==> config.mk <==
export PLATFORM = sky130hd
export DESIGN_NAME = ps2_scancode_rx
export DESIGN_NICKNAME = d
export VERILOG_FILES = /design/src/rtl/ps2_pkg.sv /design/src/rtl/ps2_sync_filter.sv /design/src/rtl/ps2_scancode_rx.sv
export SDC_FILE = /design/constraint.sdc
export NUM_CORES = 1
export LEC_CHECK = 0
export CAP_MARGIN = 10
export CORE_AREA = 2 2 78 80
export CTS_BUF_LIST = sky130_fd_sc_hd__clkbuf_8
export DETAILED_ROUTE_END_ITERATION = 8
export DIE_AREA = 0 0 80 82
export DONT_BUFFER_PORTS = 1
export GPL_ROUTABILITY_DRIVEN = 0
export GPL_TIMING_DRIVEN = 0
export PLACE_DENSITY = 0.55
export SLEW_MARGIN = 20
export SYNTH_ARGS = -nofsm -noshare
export SYNTH_HDL_FRONTEND = slang
export SYNTH_SLANG_ARGS = --single-unit
==> constraint.sdc <==
create_clock -name clk -period 4.2 [get_ports clk]
set_clock_uncertainty 0.05 [all_clocks]
set_input_delay 0.63 -clock clk [delete_from_list [all_inputs] [get_ports clk]]
set_output_delay 0.63 -clock clk [all_outputs]
set_load 0.03 [all_outputs]
==> src/rtl/ps2_pkg.sv <==
// Shared PS/2 receiver definitions: frame FSM states, prefix byte values
// and the odd-parity helper used by the frame decoder.
package ps2_pkg;

    typedef enum logic [1:0] {
        ST_IDLE,
        ST_DATA,
        ST_PARITY,
        ST_STOP
    } ps2_state_t;

    localparam logic [7:0] BREAK_CODE = 8'hF0;
    localparam logic [7:0] EXT_CODE   = 8'hE0;

    // A PS/2 frame is valid when data plus parity carry an odd number of ones.
    function automatic logic odd_parity_ok(input logic [7:0] data, input logic par);
        return ^{data, par};
    endfunction

endpackage

==> src/rtl/ps2_sync_filter.sv <==
// Synchronizes the raw PS/2 lines, debounces ps2_clk and emits a one-cycle
// pulse on every accepted falling edge of the filtered clock.
module ps2_sync_filter #(
    parameter int FILTER_LEN = 8
) (
    input  logic clk,
    input  logic rst,
    input  logic ps2_clk,
    input  logic ps2_data,
    output logic data_s,
    output logic clk_fall
);

    localparam int CW = (FILTER_LEN > 1) ? $clog2(FILTER_LEN + 1) : 1;

    logic [1:0]    clk_sync;
    logic [1:0]    data_sync;
    logic          clk_filt;
    logic [CW-1:0] run_cnt;

    assign data_s = data_sync[1];

    always_ff @(posedge clk) begin
        if (rst) begin
            clk_sync  <= 2'b11;
            data_sync <= 2'b11;
            clk_filt  <= 1'b1;
            run_cnt   <= '0;
            clk_fall  <= 1'b0;
        end else begin
            clk_sync  <= {clk_sync[0], ps2_clk};
            data_sync <= {data_sync[0], ps2_data};
            clk_fall  <= 1'b0;
            // run_cnt counts consecutive samples that disagree with the filtered level
            if (clk_sync[1] == clk_filt) begin
                run_cnt <= '0;
            end else if (run_cnt == CW'(FILTER_LEN - 1)) begin
                clk_filt <= clk_sync[1];
                run_cnt  <= '0;
                clk_fall <= clk_filt;
            end else begin
                run_cnt <= run_cnt + 1'b1;
            end
        end
    end

endmodule

==> src/rtl/ps2_scancode_rx.sv <==
// PS/2 keyboard receiver: deserializes 11-bit frames and decodes make,
// break (F0) and extended (E0) sequences into a held key code.
module ps2_scancode_rx
    import ps2_pkg::*;
#(
    parameter int FILTER_LEN     = 8,
    parameter int TIMEOUT_CYCLES = 100000
) (
    input  logic       clk,
    input  logic       rst,
    input  logic       ps2_clk,
    input  logic       ps2_data,
    output logic [7:0] key_code,
    output logic       key_valid,
    output logic       extended,
    output logic       frame_err
);

    localparam int TW = $clog2(TIMEOUT_CYCLES + 1);

    logic          data_s;
    logic          clk_fall;
    ps2_state_t    state;
    logic [2:0]    bit_cnt;
    logic [7:0]    shift;
    logic          par_bit;
    logic [TW-1:0] tcnt;
    logic          break_pending;
    logic          ext_pending;

    ps2_sync_filter #(
        .FILTER_LEN(FILTER_LEN)
    ) u_sync_filter (
        .clk     (clk),
        .rst     (rst),
        .ps2_clk (ps2_clk),
        .ps2_data(ps2_data),
        .data_s  (data_s),
        .clk_fall(clk_fall)
    );

    always_ff @(posedge clk) begin
        if (rst) begin
            state         <= ST_IDLE;
            bit_cnt       <= '0;
            shift         <= '0;
            par_bit       <= 1'b0;
            tcnt          <= '0;
            break_pending <= 1'b0;
            ext_pending   <= 1'b0;
            key_code      <= 8'h00;
            key_valid     <= 1'b0;
            extended      <= 1'b0;
            frame_err     <= 1'b0;
        end else begin
            key_valid <= 1'b0;
            frame_err <= 1'b0;
            if (clk_fall) begin
                tcnt <= '0;
                case (state)
                    ST_IDLE: begin
                        if (!data_s) begin
                            state   <= ST_DATA;
                            bit_cnt <= '0;
                        end
                    end
                    ST_DATA: begin
                        shift   <= {data_s, shift[7:1]};
                        bit_cnt <= bit_cnt + 1'b1;
                        if (bit_cnt == 3'd7) begin
                            state <= ST_PARITY;
                        end
                    end
                    ST_PARITY: begin
                        par_bit <= data_s;
                        state   <= ST_STOP;
                    end
                    ST_STOP: begin
                        state <= ST_IDLE;
                        if (!data_s || !odd_parity_ok(shift, par_bit)) begin
                            frame_err     <= 1'b1;
                            break_pending <= 1'b0;
                            ext_pending   <= 1'b0;
                        end else if (shift == BREAK_CODE) begin
                            break_pending <= 1'b1;
                        end else if (shift == EXT_CODE) begin
                            ext_pending <= 1'b1;
                        end else begin
                            if (!break_pending) begin
                                key_code  <= shift;
                                extended  <= ext_pending;
                                key_valid <= 1'b1;
                            end else if (shift == key_code && ext_pending == extended) begin
                                key_code <= 8'h00;
                                extended <= 1'b0;
                            end
                            break_pending <= 1'b0;
                            ext_pending   <= 1'b0;
                        end
                    end
                    default: state <= ST_IDLE;
                endcase
            end else if (state != ST_IDLE) begin
                // A stalled device leaves a partial frame; abandon it after the timeout
                if (tcnt == TW'(TIMEOUT_CYCLES - 1)) begin
                    tcnt          <= '0;
                    state         <= ST_IDLE;
                    frame_err     <= 1'b1;
                    break_pending <= 1'b0;
                    ext_pending   <= 1'b0;
                end else begin
                    tcnt <= tcnt + 1'b1;
                end
            end else begin
                tcnt <= '0;
            end
        end
    end

endmodule

==> results.sh, run 1 <==
export IMPL_outcome="finished, final reports clean"
export IMPL_ir_drop_v=0.000146
export IMPL_io_buffers=0
export IMPL_critPathTopFamily="simple AND/OR/NAND/NOR gates"
export IMPL_synthArstFlopShare_pct=0
export IMPL_grt_pass1_wl_mm=7.34
export IMPL_ant_nets=0
export IMPL_vias=1776
export IMPL_rows=28
export IMPL_synth_edf_count=0
export IMPL_synth_main_ff_cell="dfxtp_1"
export IMPL_core_area_mm2=0.00575
export IMPL_ctsResizeCount=0
export IMPL_maxSlewViolCount=0
export IMPL_rsz0062_at_grt="false"
export IMPL_numCtsBuffers=5
export IMPL_totalNegativeSetupSlack_ns=0
export IMPL_cts_max_level=2
export IMPL_worst_hold_path_type="input port to flop"
export IMPL_synthMuxAreaShare_pct=0.806
export IMPL_cts_hold_buf=0
export IMPL_ys_ff_latch=54
export IMPL_yosysSeqAreaShare_pct=43.5
export IMPL_powerDensity_mw_per_mm2=312
export IMPL_cts_buffer_depth=2
export IMPL_start_util_pct=43.2
export IMPL_worst_path_max_delay_cell="clkbuf_1"
export IMPL_wl_mm=4.54
export IMPL_wl_per_cell_um=12.9
export IMPL_die_area_mm2=0.00656
export IMPL_final_common_cell="dfxtp_1"
export IMPL_required_ns=4.34
export IMPL_dp_final_hpwl_mm=3.28
export IMPL_dpl_cell_area_mm2=0.00258
export IMPL_synthCells=268
export IMPL_yosys_area_share_simple_pct=21.9
export IMPL_die_w_um=80
export IMPL_max_freq_mhz=450
export IMPL_power_leakage_nw=0.984
export IMPL_critPathArrivalTime_ns=2.36
export IMPL_synth_area_mm2=0.00248
export IMPL_syn_to_final_growth_pct=7.61
export IMPL_n_antenna_cell=0
export IMPL_synth_top_family_by_area="simple AND/OR/NAND/NOR gates"
export IMPL_cts_root_buf="clkbuf_8"
export IMPL_grt_pass1_vias=1549
export IMPL_synth_cell_types=42
export IMPL_synth_compound_area_share_pct=10.7
export IMPL_ys_warn_count=0
export IMPL_final_period_utilization_pct=52.9
export IMPL_die_h_um=82
export IMPL_cp_end_kind="flop"
export IMPL_post_cts_setup_buffers=0
export IMPL_final_cell_mix="dfxtp_1 (54), nor2_1 (32), nand3_1 (23)"
export IMPL_path_cells="ha_1 > nand3_1 > nor3_1 > or3_1 > clkbuf_1 > clkbuf_1 > nor2_1"
export IMPL_clock_latency_ns=0.31
export IMPL_synthXorXnorAreaFrac_pct=15.1
export IMPL_fill_cells=588
export IMPL_synth_area_per_cell_um2=9.27
export IMPL_fin_util_pct=46.5
export IMPL_criticalPathCategory="flop to flop"
export IMPL_synth_fa_ha_area_share_pct=4.53
export IMPL_finalSetupViolations=0
export IMPL_maxCapViolations=0
export IMPL_cts_sinks=54
export IMPL_viasPerCell=5.06
export IMPL_worstSetupStartpointType="flop"
export IMPL_final_net_count=288
export IMPL_overflow=0
export IMPL_final_cell_area_mm2=0.00267
export IMPL_finalHoldViolations=0
export IMPL_first_pass_iters=4
export IMPL_drt_iter0_markers=102
export IMPL_worstMarginPinSlew_ns=0.616
export IMPL_drc=0
export IMPL_ioPinCount=15
export IMPL_cts_tree="built"
export IMPL_syn_num_nets=281
export IMPL_worstPathMaxFanout=10
export IMPL_antenna_found_initial=0
export IMPL_layout_min_cycle_time_ns=2.22
export IMPL_path_common_cell="clkbuf_1"
export IMPL_grt_max_degree=19
export IMPL_grt_usage_pct=14.6
export IMPL_max_slew_margin_pct=58.4
export IMPL_cp_buffers_inverters=2
export IMPL_clkSlewWorstSetupHoldPaths_ns=0.11
export IMPL_cp_slowest_stage_delay_ns=0.40
export IMPL_drive_above_1_share_pct=7.97
-- power by group --
group          switching (mW)  internal [mW]
clock                   0.188          0.121
combinational         0.00663        0.00318
sequential            0.00138          0.514
total                   0.196          0.638
-- worst register-to-register path, stage by stage, from the launching register on --
cell      delay, ns
dfxtp_1        0.39
ha_1           0.25
nand3_1        0.20
nor3_1         0.29
or3_1          0.14
clkbuf_1       0.28
clkbuf_1       0.40
nor2_1         0.10
-- cell type report --
| class | count | area, um^2 | area share, % |
|---|---|---|---|
| Inverter | 5 | 18.8 | 0.702 |
| Clock buffer | 5 | 68.8 | 2.57 |
| Tap cell | 75 | 93.8 | 3.51 |
| Buffer | 14 | 68.8 | 2.57 |
| Sequential cell | 54 | 1080 | 40.4 |
| Clock inverter | 3 | 26.3 | 0.983 |
| Multi-Input combinational cell | 195 | 1320 | 49.2 |
-- through the flow --
stage / worst slack (ns) / power [mW] / cells / hold WS (ns)
3_3_place_gp: 1.97 / 0.537 / 343 / 0.345
2_1_floorplan: 2.24 / 0.534 / 268 / 0.339
4_1_cts: 1.94 / 0.843 / 351 / 0.348
6_report: 1.98 / 0.834 / 351 / 0.357
3_5_place_dp: 1.95 / 0.537 / 343 / 0.347
5_1_grt: 1.66 / 0.863 / 351 / 0.342
-- per-layer routing --
layer / track usage (%) / wire [um] / up-vias
met5: 0 / 0 / -
met4: 5.08 / 64 / 0
met3: 4.29 / 163 / 6
met2: 24.1 / 2060 / 24
met1: 18.1 / 2250 / 812
li1: - / - / 934
-- worst paths after layout --
kind	end	from	slack [ns]	depth (start not counted)
min	u_sync_filter.clk_sync[0]	ps2_clk	0.36	1
max reg2reg	tcnt[15]	tcnt[0]	1.98	7
max	tcnt[15]	tcnt[0]	1.98	7
min reg2reg	u_sync_filter.data_sync[1]	u_sync_filter.data_sync[0]	0.37	1
-- sequential cells by signal, summed over array words and instances (netlist names), 2 cells and up --
signal and flops:
u_sync_filter.run_cnt 4, state 2, u_sync_filter.data_sync 2, bit_cnt 3
u_sync_filter.clk_sync 2, shift 8, tcnt 17, key_code 8
-- Yosys cell counts, types with 3 or more instances --
cell,n,area share (%)
a21oi_1,15,3.0
a22o_1,9,3.2
and3_1,5,1.3
and4_1,3,1.1
clkbuf_1,10,1.5
dfxtp_1,54,44
ha_1,9,4.5
inv_1,5,0.76
nand2_1,20,3.0
nand2b_1,5,1.3
nand3_1,23,4.6
nor2_1,32,4.8
nor3_1,4,0.81
o21ai_0,3,0.60
or2_2,5,1.3
xnor2_1,15,5.3
xor2_1,18,6.3
-- kinds of logic after synthesis --
family,after synthesis
AND/OR/NAND/NOR,109
buffers and inverters,19
XOR/XNOR,37
adder cells (fa/ha/maj),9
flip-flops,54
multiplexers,2
AO/OA/AOI/OAI,38
Power figures use the tool's default switching activity.
==> run 2, diff against run 1 <==
PLACE_DENSITY = 0.57   (was 0.55)
clock period = 1.9 ns   (was 4.2 ns; I/O delays follow)
==> results.sh, run 2 (synthesis results as in run 1) <==
export IMPL_critPathTopFamily="compound AO/OA/AOI/OAI gates"
export IMPL_worst_hold_path_type="input port to flop"
export IMPL_worstSetupStartpointType="flop"
export IMPL_cp_buffers_inverters=2
export IMPL_worstMarginPinSlew_ns=0.605
export IMPL_maxSlewViolCount=0
export IMPL_violations="setup timing"
export IMPL_rsz0062_at_grt="true"
export IMPL_final_period_utilization_pct=107
export IMPL_p_sw_mw=0.392
export IMPL_cp_end_kind="flop"
export IMPL_wl_per_cell_um=13.5
export IMPL_die_area_mm2=0.00656
export IMPL_drt_iter0_markers=90
export IMPL_outcome="finished, violations left"
export IMPL_die_w_um=80
export IMPL_placed_cells=343
export IMPL_grt_max_degree=17
export IMPL_cp_slowest_stage_delay_ns=0.33
export IMPL_dp_final_hpwl_mm=3.30
export IMPL_syn_to_final_growth_pct=13.9
export IMPL_path_cells="buf_6 > buf_4 > xor2_1 > nor4_1 > nand4_1 > a21oi_2 > a21oi_4 > a32o_1"
export IMPL_p_total_mw=1.83
export IMPL_cts_buffer_depth=2
export IMPL_final_cell_mix="dfxtp_1 (44), nor2_1 (32), nand3_1 (22)"
export IMPL_drive_above_1_share_pct=19.0
export IMPL_power_leakage_nw=1.03
export IMPL_fill_cells=548
export IMPL_worstPathMaxFanout=4
export IMPL_pwr_share_comb_pct=1.4
export IMPL_ff2ff_setup_slack_ns=-0.14
export IMPL_reg_largest_list="tcnt x17, key_code x8, shift x8"
export IMPL_cts_sinks=54
export IMPL_viasPerCell=5.21
export IMPL_final_cells=354
export IMPL_overflow=0
export IMPL_multi_input_area_mm2=0.00142
export IMPL_ir_drop_v=0.000295
export IMPL_cts_tree="built"
export IMPL_p_int_mw=1.43
export IMPL_drc=0
export IMPL_seqCellArea_mm2=0.00110
export IMPL_top_register="tcnt"
export IMPL_vias=1844
export IMPL_maxCapViolations=0
export IMPL_finalHoldViolations=0
export IMPL_final_net_count=291
export IMPL_grt_usage_pct=15.8
export IMPL_required_ns=2.05
export IMPL_finalSetupViolations=9
export IMPL_sw_frac_of_total_pct=21.4
export IMPL_max_slew_margin_pct=59.7
export IMPL_cts_hold_buf=0
export IMPL_worst_path_max_delay_cell="dfxtp_2"
export IMPL_criticalPathCategory="flop to flop"
export IMPL_rows=28
export IMPL_die_h_um=82
export IMPL_antenna_found_initial=0
export IMPL_critPathArrivalTime_ns=2.20
export IMPL_power_frac_seq_pct=62.2
export IMPL_n_antenna_cell=0
export IMPL_clkPwrFrac_pct=36.4
export IMPL_ant_nets=0
export IMPL_clock_latency_ns=0.30
export IMPL_wl_mm=4.79
export IMPL_grt_pass1_wl_mm=8.11
export IMPL_numCtsBuffers=5
export IMPL_core_area_mm2=0.00575
export IMPL_max_freq_mhz=490
export IMPL_start_util_pct=43.2
export IMPL_io_buffers=0
export IMPL_clkSlewWorstSetupHoldPaths_ns=0.10
export IMPL_layout_min_cycle_time_ns=2.04
export IMPL_grt_pass1_vias=1787
export IMPL_ioPinCount=15
export IMPL_first_pass_iters=4
export IMPL_powerDensity_mw_per_mm2=646
export IMPL_final_common_cell="dfxtp_1"
export IMPL_largest_reg_flops=17
export IMPL_fin_ws_ns=-0.142
export IMPL_cts_max_level=2
export IMPL_cts_root_buf="clkbuf_8"
-- run 2: changes by cell type in the layout (fill, tap and decap cells not counted), sizes merged --
cell | before | now
a21oi | 16 | 17
clkinvlp | 0 | 1
buf | 4 | 10
clkinv | 3 | 1
clkbuf | 15 | 12
-- run 2: final cells by class --
type	instances	share of cell area, %
repair buffers	6	1.59
plain buffers	10	2.12
clock buffers	6	2.92
inverters	5	0.663
multi-input cells	196	50.1
well taps	75	3.32
clock inverters	2	0.442
flip-flops and latches	54	38.8
-- run 2: worst paths after layout --
kind / startpoint / endpoint / cells past startpoint
setup / recovery: shift[4] / key_code[0] / 8
hold / removal: ps2_data / u_sync_filter.data_sync[0] / 1
setup reg to reg: shift[4] / key_code[0] / 8
hold reg to reg: u_sync_filter.data_sync[0] / u_sync_filter.data_sync[1] / 1
-- run 2: power groups by stage --
stage               Clock (mW)  Combinational (mW)  Sequential, mW
finish                   0.665              0.0258            1.14
global route             0.743              0.0288            1.14
CTS                      0.689              0.0253            1.14
detailed placement           0              0.0219            1.16
global placement             0              0.0218            1.16
floorplan                    0              0.0164            1.16
-- run 2: per-layer routing --
| metal | wire, um | track usage, % |
|---|---|---|
| met4 | 48 | 4.24 |
| met1 | 2230 | 19.4 |
| met2 | 2360 | 27.3 |
| met3 | 154 | 4.18 |
| met5 | 0 | 0 |
-- run 2: worst reg2reg max path, stage by stage (launching register included) --
cell and delay (ns):
dfxtp_2 0.33, buf_6 0.12, buf_4 0.13, xor2_1 0.15, nor4_1 0.26, nand4_1 0.20, a21oi_2 0.34, a21oi_4 0.13
a32o_1 0.23
-- run 2: metrics by stage --
stage	setup WS [ns]	TNS, ns	utilization (%)	instance area, um^2	hold slack, ns
floorplan	0.00332	0	-	2520	0.339
global placement	-0.317	-4.54	45.4	2610	0.341
detailed placement	-0.356	-4.87	45.4	2610	0.341
global route	-0.206	-1.69	49.2	2830	0.00184
CTS	-0.121	-0.968	48.6	2790	0.0127
finish	-0.142	-1.12	49.2	2830	0.0279
-- run 2: timing repair --
action / 4_1_cts / 5_1_grt
resized for setup: 17 / 12
setup buffers: 6 / 0
cloned: 1 / 0
endpoints found under the setup margin: 24 / 27
pin swaps: 5 / 2
==> run 3, diff against run 2 <==
CORE_AREA = 2 2 92 68   (was 2 2 78 80)
CTS_BUF_LIST = not set   (was sky130_fd_sc_hd__clkbuf_8)
DIE_AREA = 0 0 94 70   (was 0 0 80 82)
GPL_ROUTABILITY_DRIVEN = not set   (was 0)
PLACE_DENSITY = 0.58   (was 0.57)
==> results.sh, run 3 (synthesis results as in run 1) <==
export IMPL_required_ns=2.04
export IMPL_outcome="finished, violations left"
export IMPL_cp_end_kind="flop"
export IMPL_grt_max_degree=15
export IMPL_reg_largest_list="tcnt x17, key_code x8, shift x8"
export IMPL_wl_mm=4.74
export IMPL_cts_max_level=2
export IMPL_start_util_pct=42.4
export IMPL_die_w_um=94
export IMPL_power_leakage_nw=1.05
export IMPL_final_common_cell="dfxtp_1"
export IMPL_wl_per_cell_um=13.2
export IMPL_path_common_cell="buf_6"
export IMPL_grt_pass1_vias=1626
export IMPL_clock_latency_ns=0.30
export IMPL_worst_hold_path_type="input port to flop"
export IMPL_overflow=0
export IMPL_whs_path_depth=1
export IMPL_die_h_um=70
export IMPL_first_pass_iters=4
export IMPL_rsz0062_at_grt="true"
export IMPL_critPathArrivalTime_ns=2.16
export IMPL_maxCapViolations=0
export IMPL_max_slew_margin_pct=62.2
export IMPL_grt_usage_pct=15.6
export IMPL_ioPinCount=15
export IMPL_die_area_mm2=0.00658
export IMPL_worstSetupStartpointType="flop"
export IMPL_finalHoldViolations=0
export IMPL_path_cells="buf_6 > xnor2_2 > xnor3_2 > mux2i_2 > a211oi_4 > buf_6 > a21oi_4 > a22o_1"
export IMPL_rows=24
export IMPL_clkSlewWorstSetupHoldPaths_ns=0.09
export IMPL_worst_path_max_delay_cell="xnor3_2"
export IMPL_cts_buffer_depth=2
export IMPL_totalNegativeSetupSlack_ns=-0.915
export IMPL_drive_above_1_share_pct=18.2
export IMPL_top_register="tcnt"
export IMPL_ant_nets=0
export IMPL_ir_drop_v=0.000218
export IMPL_final_cells=358
export IMPL_cp_slowest_stage_delay_ns=0.45
export IMPL_io_buffers=0
export IMPL_numCtsBuffers=5
export IMPL_fill_cells=555
export IMPL_n_antenna_cell=0
export IMPL_max_freq_mhz=496
export IMPL_criticalPathCategory="flop to flop"
export IMPL_largest_reg_flops=17
export IMPL_maxSlewViolCount=0
export IMPL_cts_sinks=54
export IMPL_fin_ws_ns=-0.115
export IMPL_powerDensity_mw_per_mm2=619
export IMPL_place_gp_congestion=0.779
export IMPL_vias=1817
export IMPL_r2r_cells=8
export IMPL_antenna_found_initial=0
export IMPL_layout_min_cycle_time_ns=2.02
export IMPL_final_cell_area_mm2=0.00285
export IMPL_fin_util_pct=48.7
export IMPL_syn_to_final_growth_pct=14.9
export IMPL_core_area_mm2=0.00586
export IMPL_placed_cells=346
export IMPL_cts_hold_buf=0
export IMPL_worstPathMaxFanout=5
export IMPL_dpl_cell_area_mm2=0.00261
export IMPL_final_period_utilization_pct=106
export IMPL_final_net_count=293
export IMPL_violations="setup timing"
export IMPL_finalSetupViolations=9
export IMPL_final_cell_mix="dfxtp_1 (46), nor2_1 (32), nand3_1 (22)"
export IMPL_cts_root_buf="clkbuf_8"
export IMPL_viasPerCell=5.08
export IMPL_cts_tree="built"
export IMPL_dp_final_hpwl_mm=3.33
export IMPL_grt_pass1_wl_mm=8.02
export IMPL_drc=0
export IMPL_drt_iter0_markers=72
export IMPL_worstMarginPinSlew_ns=0.567
run 3: layout make-up:
type                    instances  area, um^2  area share [%]
inverters                       5        18.8           0.658
well taps                      78        97.6            3.42
clock buffers                   7        76.3            2.68
repair buffers                  8        63.8            2.24
plain buffers                  10        63.8            2.24
flip-flops and latches         54        1100            38.5
multi-input cells             196        1430            50.3
run 3: power breakdown:
part | leakage, nW | internal, mW | total (mW) | switching, mW
clock network | 0.0383 | 0.255 | 0.607 | 0.352
registers | 0.441 | 1.13 | 1.13 | 0.00325
logic | 0.570 | 0.00816 | 0.0243 | 0.0161
total | 1.05 | 1.39 | 1.77 | 0.371
run 3: repair_timing:
action | in CTS | in global routing
setup buffers | 6 | 2
gates cloned | 1 | 0
hold endpoints to repair | 0 | 0
pin swaps | 9 | 8
gates resized for setup | 18 | 15
endpoints found under the setup margin | 26 | 29
run 3: routing by layer:
layer  track usage (%)  share of wire [%]  vias up
li1                  -                  -      947
met4              4.83                1.2        0
met2              20.4                 39       21
met5                 0                  0        -
met1              24.3                 56      842
met3              4.64                3.5        7
run 3: final timing paths:
check | endpoint | start | slack [ns]
worst min-delay path | u_sync_filter.data_sync[0] | ps2_data | 0.03
worst max register to register | extended | shift[7] | -0.12
worst max-delay path | extended | shift[7] | -0.12
worst min register to register | u_sync_filter.data_sync[1] | u_sync_filter.data_sync[0] | 0.37
run 3: worst max-delay path, delay by kind of cell, from the launching register on:
| family | cells | cell delay [ns] |
|---|---|---|
| flops | 1 | 0.33 |
| xor+xnor | 2 | 0.56 |
| compound gates | 3 | 0.52 |
| mux | 1 | 0.18 |
| buf+inv | 2 | 0.26 |
run 3: stage by stage:
| step | hold slack, ns | worst slack [ns] | power, mW |
|---|---|---|---|
| final | 0.0323 | -0.115 | 1.77 |
| after detailed placement | 0.341 | -0.342 | 1.19 |
| after global routing | 0.00768 | -0.209 | 1.84 |
| after CTS | 0.0222 | -0.131 | 1.79 |
| after floorplan | 0.339 | 0.00332 | 1.18 |
| after global placement | 0.340 | -0.317 | 1.19 |
